===== config.mk =====
export PLATFORM = sky130hd
export DESIGN_NAME = mem_request_arbiter_flat
export DESIGN_NICKNAME = d
export VERILOG_FILES = /design/src/rtl/mem_arb_pkg.sv /design/src/rtl/mem_request_arbiter_if.sv /design/src/rtl/wait_timer.sv /design/src/rtl/mem_request_arbiter.sv /design/src/flat_wrapper.sv
export SDC_FILE = /design/constraint.sdc
export NUM_CORES = 1
export LEC_CHECK = 0
export ABC_AREA = 1
export BUFFER_PORTS_ARGS = -buffer_cell sky130_fd_sc_hd__buf_2
export CAP_MARGIN = 10
export CORE_MARGIN = 2
export CORE_UTILIZATION = 44
export CTS_CLUSTER_DIAMETER = 120
export DETAILED_ROUTE_END_ITERATION = 12
export PLACE_DENSITY = 0.73
export RECOVER_POWER = 50
export SETUP_SLACK_MARGIN = 0.05
export SLEW_MARGIN = 10
export SYNTH_ARGS = -nofsm -noshare
export SYNTH_HDL_FRONTEND = slang
export SYNTH_HIERARCHICAL = 1
export SYNTH_SLANG_ARGS = --single-unit

===== constraint.sdc =====
create_clock -name clk -period 2.3 [get_ports clk]
set_input_delay 0.46 -clock clk [delete_from_list [all_inputs] [get_ports clk]]
set_output_delay 0.46 -clock clk [all_outputs]
set_load 0.1 [all_outputs]

===== src/rtl/mem_arb_pkg.sv =====
// Shared types and constants for the core-to-RAM request arbiter.
package mem_arb_pkg;

    typedef enum logic [1:0] {
        IDLE,
        DATA,
        FETCH,
        DONE
    } arb_state_t;

    typedef enum logic [1:0] {
        ACC_LOAD,
        ACC_STORE,
        ACC_FETCH
    } acc_kind_t;

    localparam logic [1:0]  ALIGN_MASK = 2'h3;
    localparam logic [63:0] ERR_WORD   = '0;

    // Word accesses only: any set low address bit is a bus error.
    function automatic logic addr_misaligned(input logic [1:0] lsb);
        return |(lsb & ALIGN_MASK);
    endfunction

endpackage


===== src/rtl/mem_request_arbiter_if.sv =====
// Core request/response and RAM port signals of the memory request arbiter.
interface mem_request_arbiter_if #(
    parameter int unsigned ADDR_W = 32,
    parameter int unsigned DATA_W = 32
);

    logic              i_ren;
    logic [ADDR_W-1:0] imemaddr;
    logic [DATA_W-1:0] imemload;
    logic              i_ready;
    logic              d_ren;
    logic              d_wen;
    logic [ADDR_W-1:0] dmmaddr;
    logic [DATA_W-1:0] dmmstore;
    logic [DATA_W-1:0] dmmload;
    logic              d_ready;
    logic              bus_err;
    logic [ADDR_W-1:0] ram_addr;
    logic [DATA_W-1:0] ram_store;
    logic              ram_ren;
    logic              ram_wen;
    logic [DATA_W-1:0] ram_load;
    logic              ram_ready;

    // Arbiter side: serves the core requests and drives the RAM port.
    modport slave (
        input  i_ren, imemaddr, d_ren, d_wen, dmmaddr, dmmstore, ram_load, ram_ready,
        output imemload, i_ready, dmmload, d_ready, bus_err,
               ram_addr, ram_store, ram_ren, ram_wen
    );

    // Environment side: core requesters plus the RAM responder.
    modport master (
        output i_ren, imemaddr, d_ren, d_wen, dmmaddr, dmmstore, ram_load, ram_ready,
        input  imemload, i_ready, dmmload, d_ready, bus_err,
               ram_addr, ram_store, ram_ren, ram_wen
    );

endinterface


===== src/rtl/wait_timer.sv =====
// Saturating RAM wait-state counter; expired flags the wait that reaches TIMEOUT.
module wait_timer #(
    parameter int unsigned TIMEOUT = 255
) (
    input  logic clk,
    input  logic nRST,
    input  logic clear,
    input  logic tick,
    output logic expired
);

    localparam int unsigned CNT_W = $clog2(TIMEOUT + 1);

    logic [CNT_W-1:0] count_q, count_d;

    always_ff @(posedge clk or negedge nRST) begin
        if (!nRST) begin
            count_q <= '0;
        end else begin
            count_q <= count_d;
        end
    end

    always_comb begin
        count_d = count_q;
        if (clear) begin
            count_d = '0;
        end else if (tick && (count_q != CNT_W'(TIMEOUT))) begin
            count_d = count_q + CNT_W'(1);
        end
    end

    // Combinational so the FSM can abort in the same cycle the limit is hit.
    assign expired = tick && (count_q == CNT_W'(TIMEOUT - 1));

endmodule


===== src/rtl/mem_request_arbiter.sv =====
// Arbitrates core fetch and load/store requests onto a single RAM port,
// with alignment checking and a wait-state timeout.
module mem_request_arbiter
    import mem_arb_pkg::*;
#(
    parameter int unsigned ADDR_W  = 32,
    parameter int unsigned DATA_W  = 32,
    parameter int unsigned TIMEOUT = 255
) (
    input  logic                  clk,
    input  logic                  nRST,
    mem_request_arbiter_if.slave  bus
);

    arb_state_t        state_q, state_d;
    acc_kind_t         acc_q, acc_d;
    logic [ADDR_W-1:0] ram_addr_q, ram_addr_d;
    logic [DATA_W-1:0] ram_store_q, ram_store_d;
    logic              ram_ren_q, ram_ren_d;
    logic              ram_wen_q, ram_wen_d;
    logic [DATA_W-1:0] imemload_q, imemload_d;
    logic [DATA_W-1:0] dmmload_q, dmmload_d;
    logic              i_ready_q, i_ready_d;
    logic              d_ready_q, d_ready_d;
    logic              bus_err_q, bus_err_d;
    logic              tmr_clear_c, tmr_tick_c, tmr_expired;

    wait_timer #(
        .TIMEOUT (TIMEOUT)
    ) u_wait_timer (
        .clk     (clk),
        .nRST    (nRST),
        .clear   (tmr_clear_c),
        .tick    (tmr_tick_c),
        .expired (tmr_expired)
    );

    always_ff @(posedge clk or negedge nRST) begin
        if (!nRST) begin
            state_q     <= IDLE;
            acc_q       <= ACC_LOAD;
            ram_addr_q  <= '0;
            ram_store_q <= '0;
            ram_ren_q   <= 1'b0;
            ram_wen_q   <= 1'b0;
            imemload_q  <= '0;
            dmmload_q   <= '0;
            i_ready_q   <= 1'b0;
            d_ready_q   <= 1'b0;
            bus_err_q   <= 1'b0;
        end else begin
            state_q     <= state_d;
            acc_q       <= acc_d;
            ram_addr_q  <= ram_addr_d;
            ram_store_q <= ram_store_d;
            ram_ren_q   <= ram_ren_d;
            ram_wen_q   <= ram_wen_d;
            imemload_q  <= imemload_d;
            dmmload_q   <= dmmload_d;
            i_ready_q   <= i_ready_d;
            d_ready_q   <= d_ready_d;
            bus_err_q   <= bus_err_d;
        end
    end

    always_comb begin
        state_d     = state_q;
        acc_d       = acc_q;
        ram_addr_d  = ram_addr_q;
        ram_store_d = ram_store_q;
        ram_ren_d   = ram_ren_q;
        ram_wen_d   = ram_wen_q;
        imemload_d  = imemload_q;
        dmmload_d   = dmmload_q;
        i_ready_d   = 1'b0;
        d_ready_d   = 1'b0;
        bus_err_d   = 1'b0;
        tmr_clear_c = 1'b0;
        tmr_tick_c  = 1'b0;

        unique case (state_q)
            IDLE: begin
                tmr_clear_c = 1'b1;
                // Data first: the current instruction's load/store precedes the next fetch.
                if (bus.d_ren || bus.d_wen) begin
                    if (addr_misaligned(bus.dmmaddr[1:0])) begin
                        state_d   = DONE;
                        d_ready_d = 1'b1;
                        bus_err_d = 1'b1;
                        dmmload_d = DATA_W'(ERR_WORD);
                    end else begin
                        state_d     = DATA;
                        acc_d       = bus.d_wen ? ACC_STORE : ACC_LOAD;
                        ram_addr_d  = bus.dmmaddr;
                        ram_store_d = bus.dmmstore;
                        ram_wen_d   = bus.d_wen;
                        ram_ren_d   = ~bus.d_wen;
                    end
                end else if (bus.i_ren) begin
                    if (addr_misaligned(bus.imemaddr[1:0])) begin
                        state_d    = DONE;
                        i_ready_d  = 1'b1;
                        bus_err_d  = 1'b1;
                        imemload_d = DATA_W'(ERR_WORD);
                    end else begin
                        state_d     = FETCH;
                        acc_d       = ACC_FETCH;
                        ram_addr_d  = bus.imemaddr;
                        ram_store_d = '0;
                        ram_wen_d   = 1'b0;
                        ram_ren_d   = 1'b1;
                    end
                end
            end

            DATA, FETCH: begin
                tmr_tick_c = ~bus.ram_ready;
                if (bus.ram_ready) begin
                    state_d   = DONE;
                    ram_ren_d = 1'b0;
                    ram_wen_d = 1'b0;
                    if (acc_q == ACC_FETCH) begin
                        imemload_d = bus.ram_load;
                        i_ready_d  = 1'b1;
                    end else begin
                        d_ready_d = 1'b1;
                        if (acc_q == ACC_LOAD) begin
                            dmmload_d = bus.ram_load;
                        end
                    end
                end else if (tmr_expired) begin
                    // Abort: a store leaves dmmload untouched, reads return the error word.
                    state_d   = DONE;
                    ram_ren_d = 1'b0;
                    ram_wen_d = 1'b0;
                    bus_err_d = 1'b1;
                    if (acc_q == ACC_FETCH) begin
                        imemload_d = DATA_W'(ERR_WORD);
                        i_ready_d  = 1'b1;
                    end else begin
                        d_ready_d = 1'b1;
                        if (acc_q == ACC_LOAD) begin
                            dmmload_d = DATA_W'(ERR_WORD);
                        end
                    end
                end
            end

            DONE: begin
                state_d = IDLE;
            end

            default: begin
                state_d = IDLE;
            end
        endcase
    end

    assign bus.ram_addr  = ram_addr_q;
    assign bus.ram_store = ram_store_q;
    assign bus.ram_ren   = ram_ren_q;
    assign bus.ram_wen   = ram_wen_q;
    assign bus.imemload  = imemload_q;
    assign bus.dmmload   = dmmload_q;
    assign bus.i_ready   = i_ready_q;
    assign bus.d_ready   = d_ready_q;
    assign bus.bus_err   = bus_err_q;

endmodule


===== src/flat_wrapper.sv =====
// flat-port wrapper written by rule: the top's interface ports become plain ports
module mem_request_arbiter_flat import mem_arb_pkg::*;
#(
    parameter int unsigned ADDR_W  = 32,
    parameter int unsigned DATA_W  = 32,
    parameter int unsigned TIMEOUT = 255
)
  (clk, nRST, bus_i_ren, bus_imemaddr, bus_d_ren, bus_d_wen, bus_dmmaddr, bus_dmmstore, bus_ram_load, bus_ram_ready, bus_imemload, bus_i_ready, bus_dmmload, bus_d_ready, bus_bus_err, bus_ram_addr, bus_ram_store, bus_ram_ren, bus_ram_wen);
  mem_request_arbiter_if #(.ADDR_W(ADDR_W), .DATA_W(DATA_W)) bus_i ();
  input  logic clk;
  input  logic nRST;
  input wire logic [$bits(bus_i.i_ren)-1:0] bus_i_ren;
  input wire logic [$bits(bus_i.imemaddr)-1:0] bus_imemaddr;
  input wire logic [$bits(bus_i.d_ren)-1:0] bus_d_ren;
  input wire logic [$bits(bus_i.d_wen)-1:0] bus_d_wen;
  input wire logic [$bits(bus_i.dmmaddr)-1:0] bus_dmmaddr;
  input wire logic [$bits(bus_i.dmmstore)-1:0] bus_dmmstore;
  input wire logic [$bits(bus_i.ram_load)-1:0] bus_ram_load;
  input wire logic [$bits(bus_i.ram_ready)-1:0] bus_ram_ready;
  output wire logic [$bits(bus_i.imemload)-1:0] bus_imemload;
  output wire logic [$bits(bus_i.i_ready)-1:0] bus_i_ready;
  output wire logic [$bits(bus_i.dmmload)-1:0] bus_dmmload;
  output wire logic [$bits(bus_i.d_ready)-1:0] bus_d_ready;
  output wire logic [$bits(bus_i.bus_err)-1:0] bus_bus_err;
  output wire logic [$bits(bus_i.ram_addr)-1:0] bus_ram_addr;
  output wire logic [$bits(bus_i.ram_store)-1:0] bus_ram_store;
  output wire logic [$bits(bus_i.ram_ren)-1:0] bus_ram_ren;
  output wire logic [$bits(bus_i.ram_wen)-1:0] bus_ram_wen;
  assign bus_i.i_ren = bus_i_ren;
  assign bus_i.imemaddr = bus_imemaddr;
  assign bus_i.d_ren = bus_d_ren;
  assign bus_i.d_wen = bus_d_wen;
  assign bus_i.dmmaddr = bus_dmmaddr;
  assign bus_i.dmmstore = bus_dmmstore;
  assign bus_i.ram_load = bus_ram_load;
  assign bus_i.ram_ready = bus_ram_ready;
  assign bus_imemload = bus_i.imemload;
  assign bus_i_ready = bus_i.i_ready;
  assign bus_dmmload = bus_i.dmmload;
  assign bus_d_ready = bus_i.d_ready;
  assign bus_bus_err = bus_i.bus_err;
  assign bus_ram_addr = bus_i.ram_addr;
  assign bus_ram_store = bus_i.ram_store;
  assign bus_ram_ren = bus_i.ram_ren;
  assign bus_ram_wen = bus_i.ram_wen;
  mem_request_arbiter #(.ADDR_W(ADDR_W), .DATA_W(DATA_W), .TIMEOUT(TIMEOUT)) u_core (.clk(clk), .nRST(nRST), .bus(bus_i));
endmodule

==> impl_metrics.env <==
export IMPL_ys_seq_area_share_pct=53.3
export IMPL_cp_max_fo=1
export IMPL_worstRegToRegCells=14
export IMPL_start_util_pct=44.9
export IMPL_path_cells="clkbuf_1"
export IMPL_mostFrequentLayoutCell="nand2_1"
export IMPL_dieArea_um2=16500
export IMPL_fin_worst_skew_ns=0.00907
export IMPL_drv_slew=0
export IMPL_fp_row_count=45
export IMPL_r2r_slack_ns=0.27
export IMPL_required_ns=1.84
export IMPL_grt_overflow=0
export IMPL_syn_area_um2=6810
export IMPL_synth_area_leader_cell="dfrtp_1"
export IMPL_drtIter0Drc=494
export IMPL_worst_setup_path_start_kind="register"
export IMPL_hpwl_mm=13.6
export IMPL_worst_hold_path_num_cells=3
export IMPL_tns_ns=0
export IMPL_drtAntennaViolNets=0
export IMPL_finalSetupViolations=0
export IMPL_rsz0062_at_grt="false"
export IMPL_critPathKind="register to primary output"
export IMPL_syn_nets=1021
export IMPL_min_to="u_core/bus.ram_store[11]"
export IMPL_htree_levels=4
export IMPL_met2_usage_pct=37.5
export IMPL_synth_top_area_share_pct=53.3
export IMPL_area_growth_pct=32.3
export IMPL_synth_seq_cells=145
export IMPL_grt_usage_pct=23.5
export IMPL_synthTopCellsByArea="dfrtp_1 (53%), nand2_1 (23%), nand4_1 (3.4%), nand3_1 (3.2%), nor2_1 (3.0%)"
export IMPL_hold_viol=0
export IMPL_grt_max_degree=95
export IMPL_reg2reg_to="u_core/bus.imemload[14]"
export IMPL_grt_first_pass_wirelength_mm=30.4
export IMPL_avgSynthCellArea_um2=7.72
export IMPL_fin_crit_sh_pct=89.1
export IMPL_hold_path_class="input pin to register"
export IMPL_status="complete, no violations"
export IMPL_max_slew_margin_rel_pct=15.2
export IMPL_cp_end_kind="primary output"
export IMPL_cpMaxStageDelayCell="clkbuf_1"
export IMPL_path_depth=1
export IMPL_clock_sinks=145
export IMPL_grt_pass1_vias=6066
export IMPL_use_met1_pct=31.3
export IMPL_core_area_um2=15100
export IMPL_drt_pre_antenna_iters=5
export IMPL_io_buffers=266
export IMPL_vias=6567
export IMPL_busiest_layer="met2"
export IMPL_route_detailed_drc=0
export IMPL_path_buf_inv=1
export IMPL_ys_types=26
export IMPL_critPathArrivalTime_ns=1.59
export IMPL_numCtsBuffers=17
export IMPL_via_per_inst=4.89
export IMPL_cpLargestDelayFamily="buffers and inverters"
export IMPL_root_buffer="clkbuf_16"
export IMPL_fmax_ghz=0.488
export IMPL_avgRoutedWirePerCell_um=14.3
export IMPL_grt_antenna_before_repair=1
export IMPL_die_w_um=128
export IMPL_path_clk_slew_ns=0.07
export IMPL_synthCells=882
export IMPL_tritoncts="yes"
export IMPL_final_net_count=1281
export IMPL_met3_usage_pct=5.45
export IMPL_drive_above_1_share_pct=29.4
export IMPL_period_minus_slack_ns=2.05
export IMPL_hold_buffers=0
export IMPL_min_delay_start="bus_dmmstore[11]"
export IMPL_timing_rr_start="u_core/state_q[0]"
export IMPL_layout_common_cells="nand2_1 (426), buf_2 (216), dfrtp_1 (145)"
export IMPL_wirelength_mm=19.2
export IMPL_io_pins=267
export IMPL_die_h_um=128
export IMPL_insertion_delay_ns=0.43
export IMPL_ys_warn_count=6
export IMPL_clockBufferDepth=2
export IMPL_worst_slew_pin_slew_ns=1.27
export IMPL_slowest_delay_ns=0.85
export IMPL_drv_cap=0
export IMPL_gp_congestion=0.850
==> cell type report <==
type	instances	area [um2]
sequential	145	3630
multi-input combinational	629	2710
clock inverter	14	229
tap	188	235
fill	1431	6140
antenna	1	2.50
timing repair buffer	290	1550
inverter	59	225
clock buffer	18	429
==> cell families (layout without fill, tap and decap cells) <==
kind of cell / after synthesis / after routing / share of synthesized area, %
AO/OA/AOI/OAI: 51 / 51 / 4.03
buffers and inverters: 108 / 381 / 7.06
AND/OR/NAND/NOR: 571 / 571 / 34.4
adder cells (fa/ha/maj): 5 / 5 / 0.919
other: 0 / 1 / 0
XOR/XNOR: 2 / 2 / 0.257
flip-flops: 145 / 145 / 53.3
==> state kept, by name (all words and copies together), names as in the netlist <==
| signal | cells |
|---|---|
| u_core/bus.dmmload | 32 |
| u_core/bus.ram_addr | 32 |
| u_core/bus.d_ready | 1 |
| u_core/state_q | 2 |
| u_core/bus.ram_wen | 1 |
| u_core/acc_q | 2 |
| u_core/bus.ram_ren | 1 |
| u_core/bus.bus_err | 1 |
| u_core/bus.i_ready | 1 |
| u_core/bus.ram_store | 32 |
| u_core/u_wait_timer/count_q | 8 |
| u_core/bus.imemload | 32 |
==> worst max-delay path by stage <==
stage,endpoint,start
4_1_cts,u_core/bus.imemload[19],u_core/state_q[0]
3_3_place_gp,u_core/bus.imemload[28],bus_d_wen
6_report,bus_bus_err,u_core/bus.bus_err
3_5_place_dp,u_core/bus.imemload[19],u_core/state_q[0]
5_1_grt,u_core/bus.imemload[19],u_core/state_q[1]
2_1_floorplan,u_core/bus.imemload[0],u_core/state_q[0]
==> timing repair <==
action / CTS / global route
gates resized for setup: 0 / 11
endpoints found under the hold margin: 0 / 0
buffers inserted: 0 / 1
setup endpoints to repair: 0 / 41
==> metrics by stage <==
stage | area [um2] | worst slack, ns | util [%] | cells | hold WS (ns)
5_1_grt | 9000 | 0.0607 | 59.4 | 1344 | 0.296
2_1_floorplan | 6810 | 0.167 | - | 882 | 0.164
4_1_cts | 9000 | 0.245 | 59.4 | 1340 | 0.000841
6_report | 9000 | 0.251 | 59.4 | 1344 | 0.289
3_3_place_gp | 8340 | 0.338 | 55.1 | 1308 | 0.450
3_5_place_dp | 8340 | 0.268 | 55.1 | 1308 | 0.450
==> synthesized netlist by cell type <==
cell type / number
buf_2: 27
clkinv_4: 1
clkbuf_1: 14
inv_4: 1
nor2_4: 3
a21oi_4: 1
clkinv_1: 1
nand2_4: 1
nand2_2: 4
inv_2: 3
nor2_1: 55
o21ai_1: 4
buf_6: 3
dfrtp_1: 145
buf_4: 3
xor2_1: 2
a21oi_1: 6
ha_1: 5
inv_1: 53
o21ai_2: 2
o21ai_0: 38
nand2_1: 425
nand3_1: 44
nand3_2: 2
buf_1: 2
nand4_1: 37
==> layer usage <==
layer	part of all wire, %	up-vias
met3	7.4	28
li1	-	3272
met2	48	262
met4	1.8	0
met5	0	-
met1	43	3005
Power is not shown: default switching activity piles up to over one toggle a cycle in this logic, so the estimate is an artifact.
